$ cat src/rtl/fifo_pkg.sv
// rtl/fifo_pkg.sv - shared constants and helpers for the synchronous FIFO
//
// Purpose: default word/address widths and the depth-from-address-width
//          helper used by sync_fifo and sync_fifo_mem.
package fifo_pkg;

    localparam int DEF_DATASIZE = 8;
    localparam int DEF_ADDRSIZE = 4;

    // Number of storage words addressed by an address of the given width.
    function automatic int fifo_depth(input int addrsize);
        return 1 << addrsize;
    endfunction

endpackage

$ cat src/rtl/sync_fifo_mem.sv
// rtl/sync_fifo_mem.sv - single-clock storage array with registered read port
//
// Purpose: FIFO word storage. The array itself is never reset; only the
//          read-data register is cleared so rdata is 0 after reset.
// Ports:
//   clk    - clock, all updates on rising edge
//   rst_n  - asynchronous active-low reset (read register only)
//   we     - write enable
//   waddr  - write address
//   wdata  - write data
//   re     - read enable, loads rdata from raddr
//   raddr  - read address
//   rdata  - registered read data, holds when re is low
module sync_fifo_mem
    import fifo_pkg::*;
#(
    parameter int DATASIZE = DEF_DATASIZE,
    parameter int ADDRSIZE = DEF_ADDRSIZE
) (
    input  logic                clk,
    input  logic                rst_n,
    input  logic                we,
    input  logic [ADDRSIZE-1:0] waddr,
    input  logic [DATASIZE-1:0] wdata,
    input  logic                re,
    input  logic [ADDRSIZE-1:0] raddr,
    output logic [DATASIZE-1:0] rdata
);

    localparam int DEPTH = fifo_depth(ADDRSIZE);

    logic [DATASIZE-1:0] mem [DEPTH];

    always_ff @(posedge clk) begin
        if (we) begin
            mem[waddr] <= wdata;
        end
    end

    always_ff @(posedge clk or negedge rst_n) begin
        if (!rst_n) begin
            rdata <= '0;
        end else if (re) begin
            rdata <= mem[raddr];
        end
    end

endmodule

$ cat src/rtl/sync_fifo.sv
// rtl/sync_fifo.sv - synchronous FIFO with occupancy, threshold and sticky error flags
//
// Purpose: single-clock FIFO. Binary pointers one bit wider than the address
//          distinguish full from empty; all flags derive from registered
//          pointers only.
// Ports:
//   clk, rst_n               - clock, asynchronous active-low reset
//   winc, wdata              - write request and data
//   rinc                     - read request
//   err_clr                  - synchronous clear of overflow/underflow
//   rdata, rvalid            - registered read data, valid the cycle after a read
//   wfull, rempty            - full / empty flags
//   almost_full, almost_empty- threshold flags from count
//   count                    - occupancy 0..DEPTH
//   overflow, underflow      - sticky rejected-write / rejected-read flags
module sync_fifo
    import fifo_pkg::*;
#(
    parameter int DATASIZE  = DEF_DATASIZE,
    parameter int ADDRSIZE  = DEF_ADDRSIZE,
    parameter int AFULL_TH  = fifo_depth(ADDRSIZE) - 2,
    parameter int AEMPTY_TH = 2
) (
    input  logic                clk,
    input  logic                rst_n,
    input  logic                winc,
    input  logic [DATASIZE-1:0] wdata,
    input  logic                rinc,
    input  logic                err_clr,
    output logic [DATASIZE-1:0] rdata,
    output logic                rvalid,
    output logic                wfull,
    output logic                rempty,
    output logic                almost_full,
    output logic                almost_empty,
    output logic [ADDRSIZE:0]   count,
    output logic                overflow,
    output logic                underflow
);

    localparam int DEPTH = fifo_depth(ADDRSIZE);

    generate
        if (ADDRSIZE < 1) begin : g_bad_addrsize
            $error("sync_fifo: ADDRSIZE must be at least 1");
        end
        if (AFULL_TH < 1 || AFULL_TH > DEPTH) begin : g_bad_afull
            $error("sync_fifo: AFULL_TH must be in 1..DEPTH");
        end
        if (AEMPTY_TH < 0 || AEMPTY_TH > DEPTH - 1) begin : g_bad_aempty
            $error("sync_fifo: AEMPTY_TH must be in 0..DEPTH-1");
        end
    endgenerate

    // Thresholds narrowed to count width; legal ranges always fit.
    localparam logic [ADDRSIZE:0] AF_LVL = AFULL_TH[ADDRSIZE:0];
    localparam logic [ADDRSIZE:0] AE_LVL = AEMPTY_TH[ADDRSIZE:0];

    logic [ADDRSIZE:0] wptr;
    logic [ADDRSIZE:0] rptr;
    logic              wr_ok;
    logic              rd_ok;

    assign rempty = (wptr == rptr);
    // Same slot, different lap: writer is exactly DEPTH ahead.
    assign wfull  = (wptr[ADDRSIZE] != rptr[ADDRSIZE]) &&
                    (wptr[ADDRSIZE-1:0] == rptr[ADDRSIZE-1:0]);
    assign count  = wptr - rptr;

    assign almost_full  = (count >= AF_LVL);
    assign almost_empty = (count <= AE_LVL);

    // Acceptance uses the pre-edge flags, so full+read+write rejects the
    // write and empty+read+write rejects the read.
    assign wr_ok = winc && !wfull;
    assign rd_ok = rinc && !rempty;

    always_ff @(posedge clk or negedge rst_n) begin
        if (!rst_n) begin
            wptr      <= '0;
            rptr      <= '0;
            rvalid    <= 1'b0;
            overflow  <= 1'b0;
            underflow <= 1'b0;
        end else begin
            if (wr_ok) begin
                wptr <= wptr + 1'b1;
            end
            if (rd_ok) begin
                rptr <= rptr + 1'b1;
            end
            rvalid <= rd_ok;
            // A new error in the same cycle as err_clr wins.
            overflow  <= (winc && wfull)  || (overflow  && !err_clr);
            underflow <= (rinc && rempty) || (underflow && !err_clr);
        end
    end

    // A read and write in the same cycle never share an address: that would
    // need the FIFO to be both non-empty and non-full with equal low bits.
    sync_fifo_mem #(
        .DATASIZE (DATASIZE),
        .ADDRSIZE (ADDRSIZE)
    ) u_mem (
        .clk   (clk),
        .rst_n (rst_n),
        .we    (wr_ok),
        .waddr (wptr[ADDRSIZE-1:0]),
        .wdata (wdata),
        .re    (rd_ok),
        .raddr (rptr[ADDRSIZE-1:0]),
        .rdata (rdata)
    );

endmodule

$ cat config.mk
export PLATFORM = sky130hd
export DESIGN_NAME = sync_fifo
export DESIGN_NICKNAME = d
export VERILOG_FILES = /design/src/rtl/fifo_pkg.sv /design/src/rtl/sync_fifo_mem.sv /design/src/rtl/sync_fifo.sv
export SDC_FILE = /design/constraint.sdc
export NUM_CORES = 1
export LEC_CHECK = 0
export ABC_CLOCK_PERIOD_IN_PS = 3450
export BUFFER_PORTS_ARGS = -buffer_cell sky130_fd_sc_hd__buf_2
export CORE_MARGIN = 2
export CORE_UTILIZATION = 35
export DETAILED_ROUTE_END_ITERATION = 8
export PLACE_DENSITY = 0.58
export SLEW_MARGIN = 20
export SYNTH_ARGS = -nofsm -noshare
export SYNTH_HDL_FRONTEND = slang
export SYNTH_SLANG_ARGS = --single-unit
$ cat constraint.sdc
create_clock -name clk -period 3.45 [get_ports clk]
set_input_delay 0.69 -clock clk [delete_from_list [all_inputs] [get_ports clk]]
set_output_delay 0.69 -clock clk [all_outputs]
set_load 0.02 [all_outputs]
* Word-level counts from Yosys, hierarchy flattened
Memories as Yosys holds them, arrays and structs flattened. A register that Yosys moved wholly into a read port is not among the register bits.
Index checks and enable logic that the tools add are counted.
** Cells by class
- Add/sub/neg operators :: 3
- Magnitude comparators :: 2
- Eq/ne operators :: 3
- Multiplexer cells :: 2
- Reductions and logical operators :: 13
** Operator list (count)
- adder 5 x 1 -> 5 bit, second input constant :: 2
- logical AND 1 bit :: 7
- == test 5 bit :: 1
- greater-or-equal comparator 5 x 4 -> 1 bit, second input constant :: 1
- less-or-equal comparator 5 x 2 -> 1 bit, second input constant :: 1
- subtractor 5 bit :: 1
- == test 4 bit :: 1
- logical NOT 1 bit :: 4
- logical OR 1 bit :: 2
- two-way mux 1 bit :: 2
- != test 1 bit :: 1
** Word-level totals
- Bits in registers :: 13
- Bits in writable memories :: 128
- Input bits :: 13
- Output and inout bits :: 20
- Word-level logic and storage cells :: 29
- Memories :: 1
** Memory list
- u_mem.mem :: words 16, bits a word 8, rd ports 1, clocked after Yosys merged registers in 1, wr ports 1, line sync_fifo_mem.sv:32 : logic [DATASIZE-1:0] mem [DEPTH];

* Longest topological paths before layout
Gate-level depths: netlist (run 1).
- Depth in word-level cells :: 6
- Mapped depth :: 8

* Cells and area by module
From an unflattened synthesis (run 1), not the netlist that was laid out.
** Unflattened totals
- Cells, all modules :: 313
- Area total of the unflattened synthesis :: 6130.9 µm²
** By module, submodules not included
- sync_fifo_mem :: instances 1, cells an instance 240, area each 5331.4 µm²
- sync_fifo :: instances 1, cells an instance 73, area each 799.5 µm²

* Worst setup path before layout (run 1)
No wires, ideal clock.
- Kind :: register -> output
- From :: register wptr[0]
- To :: output almost_empty
- Arrival time :: 2.275 ns
- Slack :: 0.485 ns
- Cell stages (with the launch flop) :: 9
- Buffers on the path :: 0
- Path through :: dfrtp_1 > inv_1 > ha_1 > inv_1 > fa_1 > a21o_1 > a21oi_1 > xnor2_1 > a211oi_1
** On the way
- Longest elaborated chain between the ends :: 2
** RTL lines
- start: declaration :: line sync_fifo.sv:59 : logic [ADDRSIZE:0] wptr;
- start signal: assignment :: line sync_fifo.sv:87 : wptr <= wptr + 1'b1;
- subtractor 5 bit :: line sync_fifo.sv:68 : assign count = wptr - rptr;
- net count[4] :: line sync_fifo.sv:36 : output logic [ADDRSIZE:0] count,
- less-or-equal comparator 5 x 2 -> 1 bit :: line sync_fifo.sv:71 : assign almost_empty = (count <= AE_LVL);
- end: declaration :: line sync_fifo.sv:35 : output logic almost_empty,
The timed path passes the listed nets, and every way through them passes these cells.

* Final worst setup path (run 1)
- From :: register wptr[0]
- To :: output almost_empty
** On the way
- Longest elaborated chain between the ends :: 2
** RTL lines (line)
- subtractor 5 bit :: sync_fifo.sv:68
- less-or-equal comparator 5 x 2 -> 1 bit :: sync_fifo.sv:71
Every way passes these cells.

==> metrics.txt, run 1 <==
post-CTS sizing=0; post-synth top area cell=edfxtp_1; Detail Route Antenna Nets=0; status=complete, no violations; Sum Neg Setup Slack=0 ns; top cells by area, synth=edfxtp_1, dfrtp_1, mux2i_1, mux4_2, nor2_1; sequential fraction of the synthesis area=0.7255; antenna violations before repair=0; Ant. Diodes=0; number of synthesized flops with an enable pin=about 130; Clk network pwr share=0.285; Net Sw Frac=0.3419; initial drt markers=240; DP HPWL=approximately 8000 um; area share of the largest cell type after synthesis=0.6383; DR pass1 iterations=4; Yosys warnings=0; WS Path Type=flop to primary output; Mean Syn Cell Area=~17 um^2; Seq pwr share=0.375; Arr. time, crit path=roughly 2.5 ns; largest net degree at the start of global routing=between 50 and 60; Die ar.=around 18000 um^2; WL/cell=about 20 um; worst reg-to-reg path cell count=6; Clock Sinks=149; most common cell in the netlist=edfxtp_1; syn nets=371; clock slew seen by the registers of the worst setup and hold paths=around 0.06 ns; Lkg Pwr=2.543 nW; fraction of layout cells with a size suffix above 1=0.2356; max-slew violations=0; port buffer count=32; Seq. cell area=between 4000 and 5000 um^2; Comb pwr share=0.340; Placer Congestion=0.7992; Initial Util=0.3606; Post-Route WL=roughly 13000 um; Max Buffers Root-to-Sink=2; P_int=between 4 and 5 mW; Max-slew headroom=0.3797; via density per instance=approximately 5.1; VDD IR max=between 800 and 900 uV; Site Rows=47; Clock Latency Late Sink=around 0.42 ns; Worst Tran Pin Value=approximately 0.93 ns; Netlist cell types=37; hold buffers post-CTS=0; GRT Overall Usage=0.1490; core box area=between 15000 and 20000 um^2; TritonCTS clock tree=yes; Synth Cell Area=between 6000 and 7000 um^2; Synth Flop Type=edfxtp_1; H-tree depth=4; fin crit period=around 3.2 ns; first-pass GRT wire length=around 19000 um; vias in the first global route=approximately 3.2k; pwr/cell area=between 900 and 1000 nW/um^2; DR DRC count=0; Syn-to-layout area delta=17.41%; RR Startpoint=rptr[3]; Setup Skew=roughly 0.0050 ns; Setup crit end kind=primary output; FF-to-FF End=u_mem.mem[15][0]; Achievable Freq=slightly above 300 MHz; I/O pins=33; final setup fails=0; synthesized flop and latch total=between 100 and 150; Layout fillers=approximately 1.5k; root buffer cell=clkbuf_16; Tot Pwr=6.433 mW; vias post-DR=3212; period utilization=0.9356; Post-CTS Setup Inserts=0; die width=135.2 um; Startpoint Class=flop; crit-path max FO=4; RSZ-0062 raised after global routing=no; Commonest cells post-synth=edfxtp_1, mux2i_1, nor2_1; Critical Path RT=around 2.8 ns; die height=around 140 um; CTS Buf Count=17; hold violation count in the final report=0; Switch Pwr=about 2.2 mW; max-cap violations=0; Reg2Reg Setup Slack=approximately 0.94 ns; cell count after synthesis=approximately 350; nets=around 430; Hold Path Class=primary input to asynchronous set/reset pin; gr ovfl total=0; ys async rst share=0.1409; area of the multi-input gates=1503 um^2
[registers in the layout, indices dropped and copies added, names as in the netlist]
register and cells:
overflow 1, u_mem.mem 128, underflow 1, u_mem.rdata 8, wptr 5, rptr 5, rvalid 1
[worst max-delay path by stage]
stage          startpoint      endpoint  slack [ns]
3_5_place_dp      wptr[0]  almost_empty        0.65
4_1_cts           wptr[0]  almost_empty        0.19
5_1_grt           wptr[0]  almost_empty        0.05
6_report          wptr[0]  almost_empty        0.22
2_1_floorplan     wptr[0]  almost_empty        0.49
3_3_place_gp      wptr[0]  almost_empty        0.75
[worst max-delay path: stages (launching register included)]
cell and delay [ns]:
dfrtp_1 0.42, inv_1 0.16, ha_1 0.19, inv_1 0.06
fa_1 0.41, a21o_1 0.20, a21oi_1 0.17, xnor2_1 0.11
a211oi_1 0.21, buf_2 0.19
[power groups by stage]
stage	combinational (mW)	clock [mW]	sequential (mW)
after floorplan	1.61	0	2.44
after global placement	2.18	0	2.43
after detailed placement	2.21	0	2.45
after CTS	2.22	1.87	2.42
after global routing	2.40	1.94	2.45
final	2.19	1.83	2.41
[area by class of cell]
type | instances | area share
tap | 220 | 0.03893
clock inverter | 14 | 0.02265
inverter | 10 | 0.005309
multi-input combinational | 175 | 0.2125
timing repair buffer | 50 | 0.04176
sequential | 149 | 0.6181
clock buffer | 18 | 0.06070
[cells by family (layout without fill, tap and decap cells)]
group,count (synthesis),after routing,share of synthesized area
adders and majority gates,10,10,0.02202
DFF,149,149,0.7255
buffers and inverters,24,92,0.02493
and+or+nand+nor,60,60,0.04550
muxes,48,48,0.1143
AOI/OAI and AO/OA,45,45,0.05028
xor gates and xnor gates,12,12,0.01745
[per-layer routing]
metal / part of all wire / vias to the layer above / track usage
met5: 0 / - / 0
met4: 0.021 / 0 / 0.06713
met3: 0.052 / 18 / 0.03217
met2: 0.50 / 88 / 0.2425
met1: 0.43 / 1638 / 0.1928
li1: - / 1468 / -
[cells in the final DEF, fill, tap and decap left out, types with 2 or more instances in the layout]
master      instances
nand2_1            10
a31oi_1             8
clkbuf_16          17
xnor2_1             9
buf_2              32
clkinv_2            6
mux4_1              2
a22oi_1             8
mux4_2             14
nand2b_1            2
inv_1              10
dfrtp_1            20
nand3b_1            2
mux2i_1            32
nor3_1              4
nor2_1             31
edfxtp_1          128
ha_1                9
clkinvlp_4          3
bufinv_16           3
nand4_1             5
xor2_1              3
a21o_1              2
o21ai_0             5
buf_4              18
a21boi_2            2
o22ai_1            16
[per-stage QoR]
stage	cell area, um^2	hold slack (ns)	instances	utilization	worst slack (ns)
floorplan	6022	0.3944	348	-	0.4852
global placement	6481	0.5164	604	0.3881	0.7487
detailed placement	6481	0.5214	604	0.3881	0.6469
CTS	7071	0.2361	636	0.4234	0.1870
global route	7071	0.2588	636	0.4234	0.04827
finish	7071	0.2385	636	0.4234	0.2223
(Power assumes the default switching activity.)
==> run 2: changes to the inputs <==
--- a/config.mk
+++ b/config.mk
@@ -8,9 +8,9 @@
 export ABC_CLOCK_PERIOD_IN_PS = 3450
 export BUFFER_PORTS_ARGS = -buffer_cell sky130_fd_sc_hd__buf_2
 export CORE_MARGIN = 2
-export CORE_UTILIZATION = 35
+export CORE_UTILIZATION = 50
 export DETAILED_ROUTE_END_ITERATION = 8
-export PLACE_DENSITY = 0.58
+export PLACE_DENSITY = 0.74
 export SLEW_MARGIN = 20
 export SYNTH_ARGS = -nofsm -noshare
 export SYNTH_HDL_FRONTEND = slang
==> metrics.txt, run 2 (synthesized netlist as in run 1, its figures left out) <==
status=complete, no violations; H-tree depth=4 (unchanged); most common cell after layout, fill and taps aside=edfxtp_1; WP depth=9 (unchanged); Site Rows=40 (-15%); Switch Pwr=2.238 mW (+1.7%); DR DRC count=0 (unchanged); Hold Path Class=primary input to asynchronous set/reset pin; Net Sw Frac=0.3377 (-0.004216); Setup Skew=0.007603 ns (+0.002646 ns); via density per instance=5.785 (+15%); die width=113.7 um (-16%); GR Util met2=0.3154 (+0.07284); max reg flops=128 (unchanged); hold violation count in the final report=0 (unchanged); RR Startpoint=rptr[1]; Initial Util=0.5077 (+0.1471); Worst Tran Pin Value=0.9493 ns (+0.01897 ns); Seq pwr share=0.362 (-0.013); Clk network pwr share=0.305 (+0.020); VDD IR max=415.2 uV (-53%); WS Path Type=flop to primary output; max-cap violations=0 (unchanged); pwr/cell area=945.1 nW/um^2 (+3.9%); Comb pwr share=0.333 (-0.007); Worst path max stage delay=0.41 ns (about the same); RSZ-0062 raised after global routing=no; Lkg Pwr=2.549 nW (+0.27%); Sum Neg Setup Slack=0 ns (unchanged); Ant. Diodes=0 (unchanged); gr ovfl total=0 (unchanged); TritonCTS clock tree=yes; fin cells=559 (-12%); Startpoint Class=flop; P_int=4.388 mW (+3.7%); Max-slew headroom=0.3634 (-0.01635); most used routing layer=met2; first-pass GRT wire length=18200 um (-6.3%); routing usage on met1=0.2546 (+0.06186); Slowest cell on crit path=dfrtp_1; Post-CTS Setup Inserts=0 (unchanged); Final Util=0.5910 (+0.1677); clock slew seen by the registers of the worst setup and hold paths=0.06 ns (about the same); WL/cell=21.21 um (+5.3%); Arr. time, crit path=2.53 ns (about the same); vias post-DR=3234 (+0.68%); worst reg-to-reg path cell count=6 (unchanged); Clock Latency Late Sink=0.41 ns (about the same); Clock Sinks=149 (unchanged); max-slew violations=0 (unchanged); root buffer cell=clkbuf_16; period utilization=0.9347 (about the same); final setup fails=0 (unchanged); Detail Route Antenna Nets=0 (unchanged); Post-Route WL=11860 um (-7.4%); CP cell instances=inv_1 > ha_1 > inv_1 > fa_1 > a21o_1 > a21oi_1 > xnor2_1 > a211oi_1 > buf_2; hold buffers post-CTS=0 (unchanged); biggest regs=u_mem.mem (128), u_mem.rdata (8); Max Buffers Root-to-Sink=2 (unchanged); most used cell, CP=inv_1; most frequent cells in the layout=edfxtp_1, mux2i_1, buf_2, nor2_1, dfrtp_1; fin crit period=3.225 ns (-0.002821 ns); Achievable Freq=310.1 MHz (about the same); largest net degree at the start of global routing=52 (unchanged); core box area=11860 um^2 (-29%); Critical Path RT=2.76 ns (about the same); WP buf/inv=3 (unchanged); GRT Overall Usage=0.1939 (+0.04495); Top reg by flops=u_mem.mem; crit-path max FO=4 (unchanged); CTS Buf Count=17 (unchanged); port buffer count=32 (unchanged); critical path's top delay family=compound AO/OA/AOI/OAI gates; met3 GRT Util=0.04729 (+0.01512); initial drt markers=307 (+28%); fraction of layout cells with a size suffix above 1=0.2282 (-0.007422); Setup crit end kind=primary output; DP HPWL=7514 um (-5.8%); die height=113.7 um (-16%); DR pass1 iterations=4 (unchanged); antenna violations before repair=0 (unchanged); nets=422 (-0.94%); Die ar.=12940 um^2 (-29%); Placer Congestion=0.7804 (-2.4%); Reg2Reg Setup Slack=0.73 ns (-0.21 ns); Inst Count DP=527 (-13%); I/O pins=33 (unchanged); post-CTS sizing=0 (unchanged); FF-to-FF End=u_mem.mem[9][7]; Syn-to-layout area delta=16.41%; vias in the first global route=3261 (+1.2%)
run 2: changes by cell type in the layout (fill, tap and decap cells not counted), sizes merged:
cell      previous run  this run
inv                 11        14
bufinv               3         5
clkbuf              18        17
buf                 50        46
clkinv               7         4
clkinvlp             3         2
run 2: metal layers:
layer  wire (um)  part of all wire  vias to the layer above
met5           0                 0                        -
met4         257             0.022                        0
met3         671             0.057                       22
met2        5866              0.49                      117
met1        5061              0.43                     1635
li1            -                 -                     1460
run 2: final cells by class:
cell class,count,area [um^2]
clock buffers,17,425.4
clock inverters,15,225.2
fillers,849,4851
inverters,10,37.54
multi-input cells,175,1503
flip-flops and latches,149,4370
well taps,147,183.9
repair buffers,46,265.3
run 2: worst max-delay path by stage:
stage	from	end	slack, ns
3_5_place_dp	wptr[0]	almost_empty	0.64
6_report	wptr[0]	almost_empty	0.23
4_1_cts	wptr[0]	almost_empty	0.21
5_1_grt	wptr[0]	almost_empty	0.02
3_3_place_gp	wptr[0]	almost_empty	0.74
2_1_floorplan	wptr[0]	almost_empty	0.49
run 2: per-stage QoR:
stage	hold WS, ns	setup slack, ns	cell area [um^2]	power (mW)
floorplan	0.3944	0.4852	6022	4.054
global placement	0.5157	0.7402	6360	4.570
detailed placement	0.5233	0.6433	6360	4.625
CTS	0.2411	0.2094	7010	6.647
global route	0.2587	0.02061	7010	6.936
finish	0.2290	0.2251	7010	6.626
run 2: power groups by stage:
stage	clock network, mW	logic, mW	registers [mW]
after CTS	2.03	2.22	2.40
final	2.02	2.21	2.40
after floorplan	0	1.61	2.44
after global routing	2.10	2.41	2.43
after detailed placement	0	2.19	2.43
after global placement	0	2.16	2.41
==> run 3: changes to the inputs <==
--- a/config.mk
+++ b/config.mk
@@ -5,12 +5,12 @@
 export SDC_FILE = /design/constraint.sdc
 export NUM_CORES = 1
 export LEC_CHECK = 0
-export ABC_CLOCK_PERIOD_IN_PS = 3450
+export ABC_CLOCK_PERIOD_IN_PS = 2600
 export BUFFER_PORTS_ARGS = -buffer_cell sky130_fd_sc_hd__buf_2
 export CORE_MARGIN = 2
 export CORE_UTILIZATION = 50
 export DETAILED_ROUTE_END_ITERATION = 8
-export PLACE_DENSITY = 0.74
+export PLACE_DENSITY = 0.77
 export SLEW_MARGIN = 20
 export SYNTH_ARGS = -nofsm -noshare
 export SYNTH_HDL_FRONTEND = slang
==> constraint.sdc (replaced) <==
create_clock -name clk -period 2.6 [get_ports clk]
set_input_delay 0.52 -clock clk [delete_from_list [all_inputs] [get_ports clk]]
set_output_delay 0.52 -clock clk [all_outputs]
set_load 0.02 [all_outputs]
==> metrics.txt, run 3 (synthesized netlist as in run 1, its figures left out) <==
status=complete, but fails checks; failing checks=negative setup slack; Slowest cell on crit path=dfrtp_1; GRT Overall Usage=0.1992 (+0.005228); Lkg Pwr=2.633 nW (+3.3%); WP buf/inv=3 (unchanged); most used cell, CP=inv_2; core box area=11860 um^2 (unchanged); Placer Congestion=0.7867 (+0.81%); Top reg by flops=u_mem.mem; Worst Tran Pin Value=0.6796 ns (-0.2698 ns); Achievable Freq=~360 MHz; Startpoint Class=flop; Setup crit end kind=primary output; hold violation count in the final report=0 (unchanged); pwr/cell area=1253 nW/um^2 (+33%); WL/cell=20.93 um (-1.3%); vias post-DR=3377 (+4.4%); antenna violations before repair=0 (unchanged); root buffer cell=clkbuf_16; port buffer count=32 (unchanged); first-pass GRT wire length=18910 um (+3.9%); biggest regs=u_mem.mem (128), u_mem.rdata (8); largest net degree at the start of global routing=34 (-35%); initial drt markers=370 (+21%); Site Rows=40 (unchanged); DR pass1 iterations=5 (+1); WS Path Type=flop to primary output; Die ar.=12940 um^2 (unchanged); Detail Route Antenna Nets=0 (unchanged); clock slew seen by the registers of the worst setup and hold paths=0.06 ns (about the same); Syn-to-layout area delta=19.09%; CP cell instances=inv_2 > ha_4 > inv_2 > fa_2 > a21o_1 > a21oi_2 > xnor2_2 > a41o_1 > buf_6; via density per instance=5.832 (+0.81%); Post-Route WL=12120 um (+2.2%); Ant. Diodes=0 (unchanged); VDD IR max=545.0 uV (+31%); I/O pins=33 (unchanged); hold buffers post-CTS=0 (unchanged); most common cell after layout, fill and taps aside=edfxtp_1; Initial Util=0.5077 (unchanged); gr ovfl total=0 (unchanged); DR DRC count=0 (unchanged); fraction of layout cells with a size suffix above 1=0.2940 (+0.06583); final setup fails=3 (+3); Inst Count DP=539 (+2.3%); Hold Path Class=primary input to asynchronous set/reset pin; Critical Path RT=2.08 ns (-0.68 ns); period utilization=1.056; Clock Sinks=149 (unchanged); max reg flops=128 (unchanged); die width=113.7 um (unchanged); crit-path max FO=3 (-1); fin crit period=between 2 and 3 ns; Tot Pwr=8.987 mW (+36%); max-slew violations=0 (unchanged); post-route setup slack=-0.1464 ns (-0.3715 ns); fin cells=579 (+3.6%); Max-slew headroom=0.5453 (+0.1819); Final Util=0.6046 (+0.01361); DP HPWL=7633 um (+1.6%); DP Worst Slack=0.07549 ns (-0.5678 ns); die height=113.7 um (unchanged); Clock Latency Late Sink=0.42 ns (about the same); Arr. time, crit path=2.23 ns (-0.30 ns); TritonCTS clock tree=yes; H-tree depth=4 (unchanged); most frequent cells in the layout=edfxtp_1, buf_4, mux2i_1, nor2_1, buf_2; nets=443 (+5.0%); CTS Buf Count=17 (unchanged); Worst Hold Slack=0.06020 ns (-0.1688 ns); Max Buffers Root-to-Sink=2 (unchanged); Setup Skew=0.007404 ns (-0.0001992 ns); critical path's top delay family=compound AO/OA/AOI/OAI gates; Worst path max stage delay=0.39 ns (-0.02 ns); RSZ-0062 raised after global routing=yes; max-cap violations=0 (unchanged); vias in the first global route=3366 (+3.2%)
[run 3: routing by layer]
metal | routed length, um | vias to the layer above | global-route usage
li1 | - | 1506 | -
met2 | 5868 | 146 | 0.3102
met4 | 265 | 0 | 0.07642
met1 | 5160 | 1707 | 0.2840
met5 | 0 | - | 0
met3 | 822 | 18 | 0.03666
[run 3: power breakdown]
part | total (mW) | internal [mW] | switching (mW)
Combinational | 3.50 | 1.50 | 2.00
Sequential | 3.12 | 2.97 | 0.154
Clock | 2.36 | 1.42 | 0.945
[run 3: worst paths after layout]
kind,startpoint,endpoint,slack [ns],cells after the start
max reg2reg,rptr[3],u_mem.mem[0][4],0.21,7
max,wptr[0],almost_full,-0.15,9
min,rst_n,u_mem.rdata[5],0.06,1
min reg2reg,overflow,overflow,0.53,2
min in group clk,err_clr,overflow,0.30,2
max in group asynchronous,rst_n,wptr[1],2.19,1
[run 3: cell type report]
class	count	area [um^2]
clock buffer	17	425.4
sequential	149	4372
multi-input combinational	175	1562
inverter	10	37.54
timing repair buffer	67	437.9
fill	805	4690
tap	147	183.9
clock inverter	14	153.9
[run 3: through the flow]
step	TNS (ns)	area, um^2
4_1_cts	-0.3803	7149
3_5_place_dp	0	6465
6_report	-0.3378	7172
2_1_floorplan	-0.6513	6037
5_1_grt	-0.7311	7172
3_3_place_gp	0	6465
[run 3: repair_timing]
item | CTS | global route
setup buffers | 6 | 3
pin swaps | 5 | 3
endpoints found under the setup margin | 4 | 4
gates resized for setup | 16 | 1
